## config.mk

```make
export PLATFORM = sky130hd
export DESIGN_NAME = csr_trap_ctrl_flat
export DESIGN_NICKNAME = d
export VERILOG_FILES = /design/src/rtl/csr_trap_ctrl_pkg.sv /design/src/rtl/csr_trap_ctrl_if.sv /design/src/rtl/csr_trap_ctrl_sat_counter.sv /design/src/rtl/csr_trap_ctrl.sv /design/src/flat_wrapper.sv
export SDC_FILE = /design/constraint.sdc
export NUM_CORES = 1
export LEC_CHECK = 0
export BUFFER_PORTS_ARGS = -buffer_cell sky130_fd_sc_hd__buf_2
export CORE_AREA = 2 2 307 187
export CTS_BUF_LIST = sky130_fd_sc_hd__clkbuf_4 sky130_fd_sc_hd__clkbuf_8
export CTS_CLUSTER_SIZE = 20
export DETAILED_ROUTE_END_ITERATION = 10
export DIE_AREA = 0 0 309 189
export GPL_ROUTABILITY_DRIVEN = 0
export PLACE_DENSITY_LB_ADDON = 0.15
export SYNTH_ARGS = -nofsm -noshare
export SYNTH_HDL_FRONTEND = slang
export SYNTH_SLANG_ARGS = --single-unit
```

## constraint.sdc

```tcl
create_clock -name clk_i -period 3.7 [get_ports clk_i]
set_clock_uncertainty 0.2 [all_clocks]
set_input_delay 0.555 -clock clk_i [delete_from_list [all_inputs] [get_ports clk_i]]
set_output_delay 0.555 -clock clk_i [all_outputs]
set_load 0.01 [all_outputs]
```

## src/rtl/csr_trap_ctrl_pkg.sv

```systemverilog
// Shared trap-sequencer types: privilege encoding, FSM states and common
// exception cause codes.
package riscv_trap_pkg;

  // Privilege levels as encoded in mstatus.MPP and the current-mode register.
  typedef enum logic [1:0] {
    PRIV_LVL_U = 2'b00,
    PRIV_LVL_S = 2'b01,
    PRIV_LVL_M = 2'b11
  } priv_lvl_t;

  // Trap-entry / return sequence.
  typedef enum logic [1:0] {
    ST_IDLE     = 2'd0,
    ST_FLUSH    = 2'd1,
    ST_WRITE    = 2'd2,
    ST_REDIRECT = 2'd3
  } trap_state_e;

  // Synchronous exception cause codes (mcause with the interrupt bit clear).
  localparam int unsigned CAUSE_INSTR_MISALIGNED = 0;
  localparam int unsigned CAUSE_INSTR_ACCESS     = 1;
  localparam int unsigned CAUSE_ILLEGAL_INSTR    = 2;
  localparam int unsigned CAUSE_BREAKPOINT       = 3;
  localparam int unsigned CAUSE_LOAD_ACCESS      = 5;
  localparam int unsigned CAUSE_STORE_ACCESS     = 7;
  localparam int unsigned CAUSE_ECALL_U          = 8;
  localparam int unsigned CAUSE_ECALL_S          = 9;
  localparam int unsigned CAUSE_ECALL_M          = 11;

  // The reserved encoding 2'b10 must never land in MPP; it collapses to U.
  function automatic priv_lvl_t legalise_mpp(input logic [1:0] i_lvl);
    priv_lvl_t w_lvl;
    case (i_lvl)
      2'b01:   w_lvl = PRIV_LVL_S;
      2'b11:   w_lvl = PRIV_LVL_M;
      default: w_lvl = PRIV_LVL_U;
    endcase
    return w_lvl;
  endfunction

endpackage

```

## src/rtl/csr_trap_ctrl_if.sv

```systemverilog
// Request, pipeline-flush, trap-CSR write, fetch-redirect and status signals
// of the trap sequencer. The slave modport is the sequencer's view.
interface csr_trap_ctrl_if #(
  parameter int XLEN  = 64,
  parameter int CNT_W = 16
);

  // Request channel from the CSR access check
  logic             req_valid_i;
  logic             req_ready_o;
  logic             req_mret_i;
  logic [XLEN-1:0]  req_cause_i;
  logic [XLEN-1:0]  req_tval_i;
  logic [XLEN-1:0]  req_pc_i;

  // Current CSR contents
  logic [XLEN-1:0]  mtvec_i;
  logic [XLEN-1:0]  mepc_i;

  // Pipeline flush
  logic             flush_o;
  logic             flush_ack_i;

  // Trap CSR write port
  logic             trap_we_o;
  logic [XLEN-1:0]  mepc_o;
  logic [XLEN-1:0]  mcause_o;
  logic [XLEN-1:0]  mtval_o;

  // Fetch redirect
  logic             redirect_valid_o;
  logic             redirect_ready_i;
  logic [XLEN-1:0]  redirect_pc_o;

  // Architectural status
  logic [1:0]       priv_lvl_o;
  logic [1:0]       mpp_o;
  logic [CNT_W-1:0] trap_count_o;

  modport slave (
    input  req_valid_i, req_mret_i, req_cause_i, req_tval_i, req_pc_i,
    input  mtvec_i, mepc_i, flush_ack_i, redirect_ready_i,
    output req_ready_o, flush_o, trap_we_o, mepc_o, mcause_o, mtval_o,
    output redirect_valid_o, redirect_pc_o, priv_lvl_o, mpp_o, trap_count_o
  );

  modport master (
    output req_valid_i, req_mret_i, req_cause_i, req_tval_i, req_pc_i,
    output mtvec_i, mepc_i, flush_ack_i, redirect_ready_i,
    input  req_ready_o, flush_o, trap_we_o, mepc_o, mcause_o, mtval_o,
    input  redirect_valid_o, redirect_pc_o, priv_lvl_o, mpp_o, trap_count_o
  );

endinterface

```

## src/rtl/csr_trap_ctrl_sat_counter.sv

```systemverilog
// Saturating up-counter: counts increment strobes and sticks at all-ones.
module sat_counter #(
  parameter int CNT_W = 16
) (
  input  logic             clk_i,
  input  logic             rst_i,
  input  logic             inc_i,
  output logic [CNT_W-1:0] count_o
);

  logic [CNT_W-1:0] r_count;

  // Count up on each strobe until the all-ones ceiling is reached
  always_ff @(posedge clk_i) begin
    if (rst_i) begin
      r_count <= '0;
    end else if (inc_i && (r_count != '1)) begin
      r_count <= r_count + 1'b1;
    end
  end

  assign count_o = r_count;

endmodule

```

## src/rtl/csr_trap_ctrl.sv

```systemverilog
// Trap-entry / MRET sequencer: flush the pipeline, write mepc/mcause/mtval
// (exceptions only), then redirect fetch. Owns the current privilege level
// and mstatus.MPP.
module csr_trap_ctrl
  import riscv_trap_pkg::*;
#(
  parameter int XLEN  = 64,
  parameter int CNT_W = 16
) (
  input logic             clk_i,
  input logic             rst_i,
  csr_trap_ctrl_if.slave  bus
);

  // Clears the two low bits of a PC / mtvec value.
  localparam logic [XLEN-1:0] ALIGN_MASK = ~XLEN'(3);

  trap_state_e      r_state;
  logic             r_req_ready;
  logic             r_mret;
  logic [XLEN-1:0]  r_cause;
  logic [XLEN-1:0]  r_tval;
  logic [XLEN-1:0]  r_pc;
  logic [XLEN-1:0]  r_mret_tgt;
  logic             r_flush;
  logic             r_trap_we;
  logic [XLEN-1:0]  r_mepc;
  logic [XLEN-1:0]  r_mcause;
  logic [XLEN-1:0]  r_mtval;
  logic             r_redirect_valid;
  logic [XLEN-1:0]  r_redirect_pc;
  priv_lvl_t        r_priv;
  priv_lvl_t        r_mpp;

  logic             w_accept;
  logic             w_count_inc;
  logic [CNT_W-1:0] w_trap_count;

  // Ready is only ever high in IDLE, so this is also the IDLE accept.
  assign w_accept    = bus.req_valid_i && r_req_ready;
  // An exception is counted on the edge that leaves WRITE.
  assign w_count_inc = (r_state == ST_WRITE);

  // Sequencer FSM with registered outputs and privilege/MPP state
  always_ff @(posedge clk_i) begin
    if (rst_i) begin
      r_state          <= ST_IDLE;
      r_req_ready      <= 1'b1;
      r_mret           <= 1'b0;
      r_cause          <= '0;
      r_tval           <= '0;
      r_pc             <= '0;
      r_mret_tgt       <= '0;
      r_flush          <= 1'b0;
      r_trap_we        <= 1'b0;
      r_mepc           <= '0;
      r_mcause         <= '0;
      r_mtval          <= '0;
      r_redirect_valid <= 1'b0;
      r_redirect_pc    <= '0;
      r_priv           <= PRIV_LVL_M;
      r_mpp            <= PRIV_LVL_U;
    end else begin
      // NOTE: a non-blocking default followed by a later override in the same
      // block is safe; the last scheduled update wins, giving a 1-cycle strobe.
      r_trap_we <= 1'b0;

      case (r_state)
        ST_IDLE: begin
          if (w_accept) begin
            r_mret      <= bus.req_mret_i;
            r_cause     <= bus.req_cause_i;
            r_tval      <= bus.req_tval_i;
            r_pc        <= bus.req_pc_i;
            r_mret_tgt  <= bus.mepc_i;
            r_req_ready <= 1'b0;
            r_flush     <= 1'b1;
            r_state     <= ST_FLUSH;
          end
        end

        ST_FLUSH: begin
          if (bus.flush_ack_i) begin
            r_flush <= 1'b0;
            if (r_mret) begin
              // Returns skip the CSR write and go straight to fetch.
              r_redirect_valid <= 1'b1;
              r_redirect_pc    <= r_mret_tgt;
              r_state          <= ST_REDIRECT;
            end else begin
              r_trap_we <= 1'b1;
              r_mepc    <= r_pc & ALIGN_MASK;
              r_mcause  <= r_cause;
              r_mtval   <= r_tval;
              r_state   <= ST_WRITE;
            end
          end
        end

        ST_WRITE: begin
          // Trap entry: remember where we came from and enter M-mode.
          // Exceptions never vector, so only the mtvec base matters.
          r_mpp            <= legalise_mpp(r_priv);
          r_priv           <= PRIV_LVL_M;
          r_redirect_valid <= 1'b1;
          r_redirect_pc    <= bus.mtvec_i & ALIGN_MASK;
          r_state          <= ST_REDIRECT;
        end

        ST_REDIRECT: begin
          if (bus.redirect_ready_i) begin
            r_redirect_valid <= 1'b0;
            r_req_ready      <= 1'b1;
            r_state          <= ST_IDLE;
            if (r_mret) begin
              r_priv <= r_mpp;
              r_mpp  <= PRIV_LVL_U;
            end
          end
        end

        default: begin
          r_state <= ST_IDLE;
        end
      endcase
    end
  end

  sat_counter #(
    .CNT_W (CNT_W)
  ) u_trap_cnt (
    .clk_i   (clk_i),
    .rst_i   (rst_i),
    .inc_i   (w_count_inc),
    .count_o (w_trap_count)
  );

  assign bus.req_ready_o      = r_req_ready;
  assign bus.flush_o          = r_flush;
  assign bus.trap_we_o        = r_trap_we;
  assign bus.mepc_o           = r_mepc;
  assign bus.mcause_o         = r_mcause;
  assign bus.mtval_o          = r_mtval;
  assign bus.redirect_valid_o = r_redirect_valid;
  assign bus.redirect_pc_o    = r_redirect_pc;
  assign bus.priv_lvl_o       = r_priv;
  assign bus.mpp_o            = r_mpp;
  assign bus.trap_count_o     = w_trap_count;

endmodule
```

## src/flat_wrapper.sv

```systemverilog
// flat-port wrapper written by rule: the top's interface ports become plain ports
module csr_trap_ctrl_flat import riscv_trap_pkg::*;
#(
  parameter int XLEN  = 64,
  parameter int CNT_W = 16
)
  (clk_i, rst_i, bus_req_valid_i, bus_req_mret_i, bus_req_cause_i, bus_req_tval_i, bus_req_pc_i, bus_mtvec_i, bus_mepc_i, bus_flush_ack_i, bus_redirect_ready_i, bus_req_ready_o, bus_flush_o, bus_trap_we_o, bus_mepc_o, bus_mcause_o, bus_mtval_o, bus_redirect_valid_o, bus_redirect_pc_o, bus_priv_lvl_o, bus_mpp_o, bus_trap_count_o);
  csr_trap_ctrl_if #(.XLEN(XLEN), .CNT_W(CNT_W)) bus_i ();
  input logic clk_i;
  input logic rst_i;
  input wire logic [$bits(bus_i.req_valid_i)-1:0] bus_req_valid_i;
  input wire logic [$bits(bus_i.req_mret_i)-1:0] bus_req_mret_i;
  input wire logic [$bits(bus_i.req_cause_i)-1:0] bus_req_cause_i;
  input wire logic [$bits(bus_i.req_tval_i)-1:0] bus_req_tval_i;
  input wire logic [$bits(bus_i.req_pc_i)-1:0] bus_req_pc_i;
  input wire logic [$bits(bus_i.mtvec_i)-1:0] bus_mtvec_i;
  input wire logic [$bits(bus_i.mepc_i)-1:0] bus_mepc_i;
  input wire logic [$bits(bus_i.flush_ack_i)-1:0] bus_flush_ack_i;
  input wire logic [$bits(bus_i.redirect_ready_i)-1:0] bus_redirect_ready_i;
  output wire logic [$bits(bus_i.req_ready_o)-1:0] bus_req_ready_o;
  output wire logic [$bits(bus_i.flush_o)-1:0] bus_flush_o;
  output wire logic [$bits(bus_i.trap_we_o)-1:0] bus_trap_we_o;
  output wire logic [$bits(bus_i.mepc_o)-1:0] bus_mepc_o;
  output wire logic [$bits(bus_i.mcause_o)-1:0] bus_mcause_o;
  output wire logic [$bits(bus_i.mtval_o)-1:0] bus_mtval_o;
  output wire logic [$bits(bus_i.redirect_valid_o)-1:0] bus_redirect_valid_o;
  output wire logic [$bits(bus_i.redirect_pc_o)-1:0] bus_redirect_pc_o;
  output wire logic [$bits(bus_i.priv_lvl_o)-1:0] bus_priv_lvl_o;
  output wire logic [$bits(bus_i.mpp_o)-1:0] bus_mpp_o;
  output wire logic [$bits(bus_i.trap_count_o)-1:0] bus_trap_count_o;
  assign bus_i.req_valid_i = bus_req_valid_i;
  assign bus_i.req_mret_i = bus_req_mret_i;
  assign bus_i.req_cause_i = bus_req_cause_i;
  assign bus_i.req_tval_i = bus_req_tval_i;
  assign bus_i.req_pc_i = bus_req_pc_i;
  assign bus_i.mtvec_i = bus_mtvec_i;
  assign bus_i.mepc_i = bus_mepc_i;
  assign bus_i.flush_ack_i = bus_flush_ack_i;
  assign bus_i.redirect_ready_i = bus_redirect_ready_i;
  assign bus_req_ready_o = bus_i.req_ready_o;
  assign bus_flush_o = bus_i.flush_o;
  assign bus_trap_we_o = bus_i.trap_we_o;
  assign bus_mepc_o = bus_i.mepc_o;
  assign bus_mcause_o = bus_i.mcause_o;
  assign bus_mtval_o = bus_i.mtval_o;
  assign bus_redirect_valid_o = bus_i.redirect_valid_o;
  assign bus_redirect_pc_o = bus_i.redirect_pc_o;
  assign bus_priv_lvl_o = bus_i.priv_lvl_o;
  assign bus_mpp_o = bus_i.mpp_o;
  assign bus_trap_count_o = bus_i.trap_count_o;
  csr_trap_ctrl #(.XLEN(XLEN), .CNT_W(CNT_W)) u_core (.clk_i(clk_i), .rst_i(rst_i), .bus(bus_i));
endmodule
```

==> results of run 1 <==
## worst reg2reg max path: stages (launching register included)
cell and delay [ns]:
dfxtp_1 0.33, inv_1 0.18, ha_4 0.17, buf_4 0.55, buf_4 0.62, mux2i_1 0.20
a211oi_1 0.29
## layer usage
metal  up-vias  wire [µm]  GRT usage
met5         -          0          0
met4         0       2510     0.0909
met3       156       3370     0.0536
met2       495      30000      0.347
met1      8908      28100      0.265
li1       9511          -          -
## path summary, 6_finish.rpt
path,start,endpoint,slack (ns),depth (start not counted)
hold reg to reg,u_core.r_pc[30],u_core.bus.mepc_o[30],0.23,2
setup / recovery,u_core.r_state[0],u_core.bus.redirect_pc_o[33],1.06,6
setup reg to reg,u_core.r_state[0],u_core.bus.redirect_pc_o[33],1.06,6
hold / removal,bus_mtvec_i[16],u_core.bus.redirect_pc_o[16],0.06,3
## kinds of logic after synthesis
family / after synthesis / synth area share
simple gates: 1031 / 0.207
compound gates: 542 / 0.152
flops: 535 / 0.555
buf+inv: 192 / 0.0438
mux: 64 / 0.0332
xor+xnor: 10 / 0.00454
fa+ha+maj: 6 / 0.00389
other cells: 1 / 0.000194
## flip-flops by register name, summed over array words and instances, names as in the netlist
signal                       cells
u_core.r_state                   2
u_core.r_pc                     62
u_core.bus.mpp_o                 2
u_core.bus.flush_o               1
u_core.r_mret_tgt               64
u_core.r_mret                    1
u_core.u_trap_cnt.count_o       16
u_core.bus.redirect_pc_o        64
u_core.r_cause                  64
u_core.bus.mtval_o              64
u_core.bus.trap_we_o             1
u_core.bus.priv_lvl_o            2
u_core.bus.redirect_valid_o      1
u_core.bus.req_ready_o           1
u_core.bus.mcause_o             64
u_core.r_tval                   64
u_core.bus.mepc_o               62
## cell usage after synthesis (10+ instances only)
cell / number
nand3_1: 13
nand2_1: 905
a21oi_1: 461
dfxtp_1: 535
xnor2_1: 10
a211oi_1: 63
buf_2: 54
nor2_1: 83
clkbuf_1: 115
buf_4: 15
mux2i_1: 64
## what timing repair did
action | in CTS | in global routing
hold buffers | 314 | 0
buffers inserted | 0 | 0
hold endpoints to repair | 314 | 0
endpoints found under the setup margin | 0 | 0
## metrics by stage
| stage | util | std cells |
|---|---|---|
| 3_3_place_gp | 0.412 | 3585 |
| 2_1_floorplan | - | 2382 |
| 4_1_cts | 0.501 | 4051 |
| 6_report | 0.501 | 4055 |
| 3_5_place_dp | 0.412 | 3585 |
| 5_1_grt | 0.501 | 4051 |
## final cells by class
type / count / area (µm²) / area share
Timing Repair Buffer: 943 / 6540 / 0.235
Clock buffer: 133 / 1660 / 0.0595
Antenna cell: 4 / 10.0 / 0.000360
Tap cell: 759 / 950 / 0.0341
Multi-Input combinational cell: 1655 / 7780 / 0.279
Sequential cell: 535 / 10700 / 0.385
Clock inverter: 19 / 159 / 0.00571
Inverter: 7 / 26.3 / 0.000944
## report_power, final
part | leakage (nW) | total [W] | switching [W] | internal, W
combinational | 6.01 | 0.00458 | 0.00291 | 0.00167
sequential | 4.35 | 0.00710 | 0.000457 | 0.00664
clock | 0.977 | 0.00542 | 0.00243 | 0.00299
==> impl_metrics.py, run 1 <==
metrics = {
    "timing": {
        "layout_worst_path_cycle_share": 0.715,
        "tightest_slew_ns": 0.802,
        "slew_viol_final": 0,
        "hold_viol_final": 0,
        "max_slew_margin": 0.465,
        "finalSetupViolCount": 0,
        "whs_ns": 0.0569,
        "fmax_mhz": 378,
        "rsz0062_at_grt": "false",
        "min_period_ns": 2.64,
        "setup_ws_ns": 1.06,
        "fin_setup_tns_ns": 0,
    },
    "floorplan": {
        "io-pin-count": 606,
        "core_um2": 55500,
        "dieArea_um2": 58400,
        "initial_core_util": 0.347,
        "die_w_um": 309,
        "die_h_um": 189,
        "rows": 67,
    },
    "critical_path": {
        "cp_common_cell": "buf_4",
        "cp.required_ns": 4.08,
        "critPathArrivalTime_ns": 3.02,
        "startpoint_type": "register",
        "crit_chain": "inv_1, ha_4, buf_4, buf_4, mux2i_1, a211oi_1",
        "cp_slowest_stage_delay_ns": 0.60,
        "cp_max_fo": 38,
        "worstSetupPathType": "reg2reg",
        "path_delay_family": "buffers and inverters",
        "path_buf_inv": 3,
        "setup.worst_path.end_class": "register",
        "worst_path_max_delay_cell": "buf_4",
    },
    "synth": {
        "syn_area_per_cell_um2": 8.10,
        "synth.largest_area_cell": "dfxtp_1",
        "ys.flop_type": "dfxtp_1",
        "synth.area.top_cells": "dfxtp_1, nand2_1, a21oi_1",
        "synth_top_area_frac": 0.555,
        "ys_ff_latch": 535,
        "ys_seq_area_frac": 0.555,
        "syn_area_um2": 19300,
        "synth_edf_count": 0,
        "yosysWarnings": 0,
        "yosysUniqueCellTypes": 42,
        "ys_async_sr_fraction": 0,
        "syn_inst": 2381,
    },
    "pwr": {
        "power_leakage_nw": 11.3,
        "design_power_total_w": 0.0171,
        "power_density_nw_per_um2": 615,
        "peakVddDrop_mv": 0.461,
    },
    "global_route": {
        "grt_pass1_wl_mm": 100,
        "grt_overflow": 0,
        "grt_pass1_vias": 18800,
        "antenna_found_initial": 2,
        "grtUsageTotal": 0.212,
        "grt_max_degree": 149,
    },
    "placed_design": {
        "placed_cell_area_um2": 22900,
        "place_ws_ns": 1.10,
        "hpwl_mm": 40.6,
        "port-buffer-count": 599,
    },
    "final_layout": {
        "fin_area_um2": 27800,
        "final_common_cell": "nand2_1",
        "layout_common_cells": "nand2_1, buf_2, dfxtp_1",
        "syn2layout_area_growth_pct": 44.3,
        "drive_gt1_frac": 0.242,
        "final_net_count": 3558,
        "fillCellCount": 5369,
    },
    "routing": {
        "avgRoutedWirePerCell_um": 15.8,
        "drtAntennaViolNets": 0,
        "drt_pre_antenna_iters": 5,
        "drt_iter0_markers": 1200,
        "vias": 19100,
        "vias_per_cell": 4.70,
        "drc": 0,
        "wl_mm": 63.9,
    },
    "min_path": {
        "hold_class": "in2reg",
    },
    "job": {
        "maxCapViolCount": 0,
    },
    "clocking": {
        "ctsResizeCount": 0,
        "htreeDepth": 3,
        "clk_path_buf_depth": 3,
        "clk_pin_slew_ns": 0.07,
        "cts_sinks": 535,
        "cts_tree": "done",
        "cts-root-buf": "clkbuf_8",
        "clkLatencyLatePin_ns": 0.69,
        "cts_buffers": 84,
    },
    "run_status": {
        "status": "finished clean",
    },
}
Note: power is estimated with default switching activity, not from simulation.
==> run 2: changes to the inputs <==
Clock period 3.7 ns to 2.6 ns, I/O delays scaled along.
==> run 2 against run 1 <==
  * Via count is 0.55% higher
  * Clock power increased by 36%
  * Global-route usage is 0.093 points higher
  * Highest routed layer unchanged
  * Critical path type unchanged
  * Fmax increased by 10%
  * Total power rose by 43%
  * First-iteration DRC count decreased by 7.8%
  * Setup slack lost 0.85 ns
  * Register-to-register slack got worse by 0.85 ns
==> impl_metrics.py, run 2 (synthesis results as in run 1) <==
metrics = {
    "run_status": {
        "status": "finished clean",
    },
    "routing": {
        "avgRoutedWirePerCell_um": 15.8,
        "vias": 19200,
        "drt_pre_antenna_iters": 5,
        "drt_iter0_markers": 1106,
        "vias_per_cell": 4.72,
        "wl_mm": 64.0,
        "drc": 0,
        "drtAntennaViolNets": 0,
    },
    "final_layout": {
        "drive_gt1_frac": 0.240,
        "final_net_count": 3578,
        "fin_util": 0.506,
        "regArea_um2": 10700,
        "final_common_cell": "nand2_1",
        "multi_input_area_um2": 7780,
        "fillCellCount": 5324,
        "layout_common_cells": "nand2_1, buf_2, dfxtp_1",
        "syn2layout_area_growth_pct": 45.7,
    },
    "critical_path": {
        "cp_max_fo": 29,
        "worstSetupPathType": "reg2reg",
        "reg2reg_to": "u_core.r_tval[15]",
        "startpoint_type": "register",
        "r2r_slack_ns": 0.21,
        "cp.required_ns": 2.95,
        "r2r_start": "u_core.r_state[0]",
        "critPathArrivalTime_ns": 2.74,
        "endpoint": "u_core.r_tval[15]",
        "setup.worst_path.end_class": "register",
        "reg2reg_depth": 8,
        "critPathLaunch": "u_core.r_state[0]",
    },
    "timing": {
        "finalSetupViolCount": 0,
        "min_period_ns": 2.39,
        "max_slew_margin": 0.581,
        "fmax_mhz": 418,
        "hold_viol_final": 0,
        "rsz0062_at_grt": "false",
        "layout_worst_path_cycle_share": 0.921,
        "slew_viol_final": 0,
        "fin_setup_tns_ns": 0,
        "tightest_slew_ns": 0.629,
    },
    "floorplan": {
        "io-pin-count": 606,
        "initial_core_util": 0.347,
        "dieArea_um2": 58400,
        "die_w_um": 309,
        "die_h_um": 189,
        "core_um2": 55500,
        "rows": 67,
    },
    "pwr": {
        "design_power_total_w": 0.0244,
        "power_density_nw_per_um2": 868,
        "peakVddDrop_mv": 0.470,
        "power_leakage_nw": 11.4,
    },
    "global_route": {
        "grt_max_degree": 123,
        "grt_pass1_vias": 19100,
        "antenna_found_initial": 3,
        "grt_pass1_wl_mm": 101,
        "grt_overflow": 0,
        "grtUsageTotal": 0.213,
    },
    "clocking": {
        "cts_tree": "done",
        "clkLatencyLatePin_ns": 0.66,
        "clk_path_buf_depth": 3,
        "cts_buffers": 83,
        "htreeDepth": 3,
        "cts_sinks": 535,
        "cts-root-buf": "clkbuf_8",
        "clk_pin_slew_ns": 0.07,
    },
    "placed_design": {
        "hpwl_mm": 41.1,
        "port-buffer-count": 599,
    },
    "job": {
        "maxCapViolCount": 0,
    },
    "min_path": {
        "hold_class": "reg2reg",
    },
}
## run 2: cell types whose count changed in the layout (fill, tap and decap cells not counted), moves of 3 or more
| cell | before | now |
|---|---|---|
| buf_4 | 17 | 12 |
| inv_6 | 3 | 0 |
| clkinv_2 | 13 | 5 |
| dlygate4sd3_1 | 314 | 326 |
| buf_12 | 13 | 26 |
## run 2: timing repair
item | 4_1_cts | 5_1_grt
hold endpoints to repair | 350 | 0
endpoints found under the setup margin | 0 | 1
buffers inserted | 0 | 0
gates resized for setup | 0 | 2
hold buffers | 326 | 0
## run 2: report_power, final
| group | total, W | switching (W) | internal [W] |
|---|---|---|---|
| combinational | 0.00688 | 0.00423 | 0.00266 |
| sequential | 0.0101 | 0.000651 | 0.00945 |
| clock | 0.00739 | 0.00328 | 0.00411 |
## run 2: metrics by stage
step                hold WS [ns]  area [µm²]  std cells  setup slack, ns
finish                     0.230       28100       4062            0.206
global placement           0.235       23100       3593            0.391
detailed placement         0.242       23100       3593            0.299
global route               0.238       28100       4060           0.0851
floorplan                  0.232       19300       2382            0.724
CTS                        0.223       28100       4057           0.0584
## run 2: area by class of cell
class                      count  area share
clock buffer                 129      0.0574
multi-input combinational   1655       0.277
inverter                       7    0.000935
antenna                        4    0.000356
timing repair buffer         964       0.246
sequential                   535       0.381
tap                          759      0.0338
clock inverter                 9     0.00356
## run 2: how the worst min path moves through the flow
stage,cells after the start,endpoint,from
2_1_floorplan,2,u_core.bus.mcause_o[0],u_core.r_cause[0]
3_3_place_gp,2,u_core.bus.mtval_o[28],u_core.r_tval[28]
3_5_place_dp,2,u_core.bus.mcause_o[24],u_core.r_cause[24]
4_1_cts,2,u_core.bus.mtval_o[11],u_core.r_tval[11]
5_1_grt,2,u_core.bus.mtval_o[11],u_core.r_tval[11]
6_report,2,u_core.bus.mtval_o[11],u_core.r_tval[11]
## run 2: critical path: stages (launching register included)
cell and delay [ns]:
dfxtp_1 0.33, inv_1 0.18, ha_2 0.31, nand3_4 0.17, buf_12 0.22, buf_12 0.17
nand2_1 0.07, a21oi_1 0.06, dlygate4sd3_1 0.57
## run 2: metal layers
metal  global-route usage  part of all wire  vias up
li1                     -                 -     9527
met1                0.262              0.43     8962
met4                0.106             0.044        0
met5                    0                 0        -
met2                0.351              0.47      509
met3               0.0490             0.053      177
==> run 3: changes to the inputs <==
==> constraint.sdc (replaced) <==
create_clock -name clk_i -period 2.6 [get_ports clk_i]
set_clock_uncertainty 0.2 [all_clocks]
set_input_delay 0.52 -clock clk_i [delete_from_list [all_inputs] [get_ports clk_i]]
set_output_delay 0.52 -clock clk_i [all_outputs]
set_load 0.01 [all_outputs]
==> run 3 against run 2 <==
  * Clock power is 2% higher
  * Sequential power hardly changed
  * Via count hardly changed
  * First-iteration DRC count down 6.2%
  * Largest cell class unchanged
  * Critical path depth fell by 1
  * Hold slack lost 0.14 ns
  * Count of clock-buffer cells in the layout up 5
  * Total power increased by 0.35%
==> impl_metrics.py, run 3 (synthesis results as in run 1) <==
metrics = {
    "run_status": {
        "status": "finished clean",
    },
    "clocking": {
        "cts-root-buf": "clkbuf_8",
        "htreeDepth": 3,
        "cts_sinks": 535,
        "clk_path_buf_depth": 3,
        "post-cts-setup-buffers": 0,
        "cts_tree": "done",
        "cts_buffers": 83,
        "clk_pin_slew_ns": 0.07,
        "clkLatencyLatePin_ns": 0.65,
    },
    "final_layout": {
        "regArea_um2": 10700,
        "syn2layout_area_growth_pct": 45.5,
        "fin_area_um2": 28100,
        "layout_common_cells": "nand2_1, buf_2, dfxtp_1",
        "fin_util": 0.506,
        "final_common_cell": "nand2_1",
        "drive_gt1_frac": 0.242,
        "multi_input_area_um2": 7780,
        "layoutNonFillerInstCount": 4057,
        "final_net_count": 3571,
        "fillCellCount": 5342,
    },
    "pwr": {
        "switching_share": 0.331,
        "power_leakage_nw": 11.4,
        "power_density_nw_per_um2": 872,
        "p_seq_frac": 0.413,
        "clkPwrFrac": 0.308,
        "power.internal_w": 0.0164,
        "combPwrFrac": 0.279,
        "peakVddDrop_mv": 0.461,
        "design_power_total_w": 0.0245,
        "p_switching_w": 0.00811,
    },
    "global_route": {
        "grt_util_met2": 0.353,
        "top_usage_layer": "met2",
        "grt_use_met1": 0.260,
        "grt_max_degree": 87,
        "antenna_found_initial": 1,
        "grtUsageTotal": 0.212,
        "grt_overflow": 0,
        "use_met3": 0.0490,
        "grt_pass1_vias": 19100,
        "grt_pass1_wl_mm": 100,
    },
    "critical_path": {
        "path_delay_family": "buffers and inverters",
        "startpoint_type": "register",
        "cp_max_fo": 80,
        "worstSetupPathType": "reg2reg",
        "worst_path_max_delay_cell": "dfxtp_1",
        "setup.worst_path.end_class": "register",
        "cp_slowest_stage_delay_ns": 0.37,
        "cp.required_ns": 2.95,
        "crit_chain": "inv_1, ha_1, nand3_1, o21ai_4, buf_12, nor2_1, a211oi_1",
        "critPathArrivalTime_ns": 2.64,
        "path_buf_inv": 2,
    },
    "timing": {
        "slew_viol_final": 0,
        "hold_viol_final": 0,
        "tightest_slew_ns": 0.535,
        "max_slew_margin": 0.644,
        "rsz0062_at_grt": "false",
        "fmax_mhz": 435,
        "layout_worst_path_cycle_share": 0.884,
        "finalSetupViolCount": 0,
        "fin_setup_tns_ns": 0,
        "min_period_ns": 2.30,
    },
    "placed_design": {
        "port-buffer-count": 599,
        "dp_cells": 3596,
        "placed_cell_area_um2": 23100,
        "hpwl_mm": 41.9,
    },
    "floorplan": {
        "die_h_um": 189,
        "dieArea_um2": 58400,
        "core_um2": 55500,
        "initial_core_util": 0.347,
        "die_w_um": 309,
        "rows": 67,
        "io-pin-count": 606,
    },
    "routing": {
        "drt_iter0_markers": 1037,
        "vias_per_cell": 4.72,
        "drc": 0,
        "vias": 19200,
        "drt_pre_antenna_iters": 6,
        "avgRoutedWirePerCell_um": 15.7,
        "wl_mm": 63.7,
        "drtAntennaViolNets": 0,
    },
    "job": {
        "maxCapViolCount": 0,
    },
    "min_path": {
        "hold_class": "in2reg",
    },
}
## run 3: cell types whose count changed in the layout (fill, tap and decap cells not counted), sizes merged
cell         before  now
dlygate4sd3     326  317
clkbuf          130  134
buf             637  640
diode             4    1
clkinv            5    6
clkinvlp          2    1
## run 3: final cells by class
| class | instances | share of cell area |
|---|---|---|
| clock inverters | 9 | 0.00348 |
| diodes | 1 | 0.0000892 |
| multi-input cells | 1655 | 0.277 |
| well taps | 759 | 0.0338 |
| flip-flops and latches | 535 | 0.382 |
| clock buffers | 134 | 0.0599 |
| inverters | 7 | 0.000936 |
| repair buffers | 957 | 0.243 |
## run 3: final timing paths
| path | startpoint | to | slack [ns] | cells past startpoint |
|---|---|---|---|---|
| worst max-delay path | u_core.r_state[1] | u_core.bus.redirect_pc_o[30] | 0.30 | 7 |
| worst min-delay path | bus_mtvec_i[29] | u_core.bus.redirect_pc_o[29] | 0.09 | 3 |
| worst max register to register | u_core.r_state[1] | u_core.bus.redirect_pc_o[30] | 0.30 | 7 |
| worst min register to register | u_core.r_tval[47] | u_core.bus.mtval_o[47] | 0.25 | 2 |
## run 3: through the flow
step                setup WS (ns)  hold slack (ns)
detailed placement          0.329            0.241
global route               0.0272           0.0468
finish                      0.303           0.0866
CTS                         0.315          0.00782
global placement            0.439            0.235
floorplan                   0.724            0.232
## run 3: repair_timing
item	CTS	global route
hold endpoints to repair	322	0
resized for setup	0	0
hold buffers	317	0
## run 3: worst register-to-register path, delay by kind of cell, from the launching register on
family	cells	cell delay [ns]
buf+inv	2	0.48
simple gates	2	0.35
fa+ha+maj	1	0.37
flops	1	0.37
compound gates	2	0.44
## run 3: layer usage
layer  routed length (µm)  part of all wire
met1                27400              0.43
met2                30400              0.48
met3                 3430             0.054
met4                 2530             0.040
met5                    0                 0
## run 3: power groups by stage
stage / Combinational [W] / Clock, W / Sequential [W]
2_1_floorplan: 0.00388 / 0 / 0.0104
3_3_place_gp: 0.00637 / 0 / 0.0102
3_5_place_dp: 0.00648 / 0 / 0.0103
4_1_cts: 0.00690 / 0.00777 / 0.0101
5_1_grt: 0.00756 / 0.00815 / 0.0102
6_report: 0.00682 / 0.00753 / 0.0101
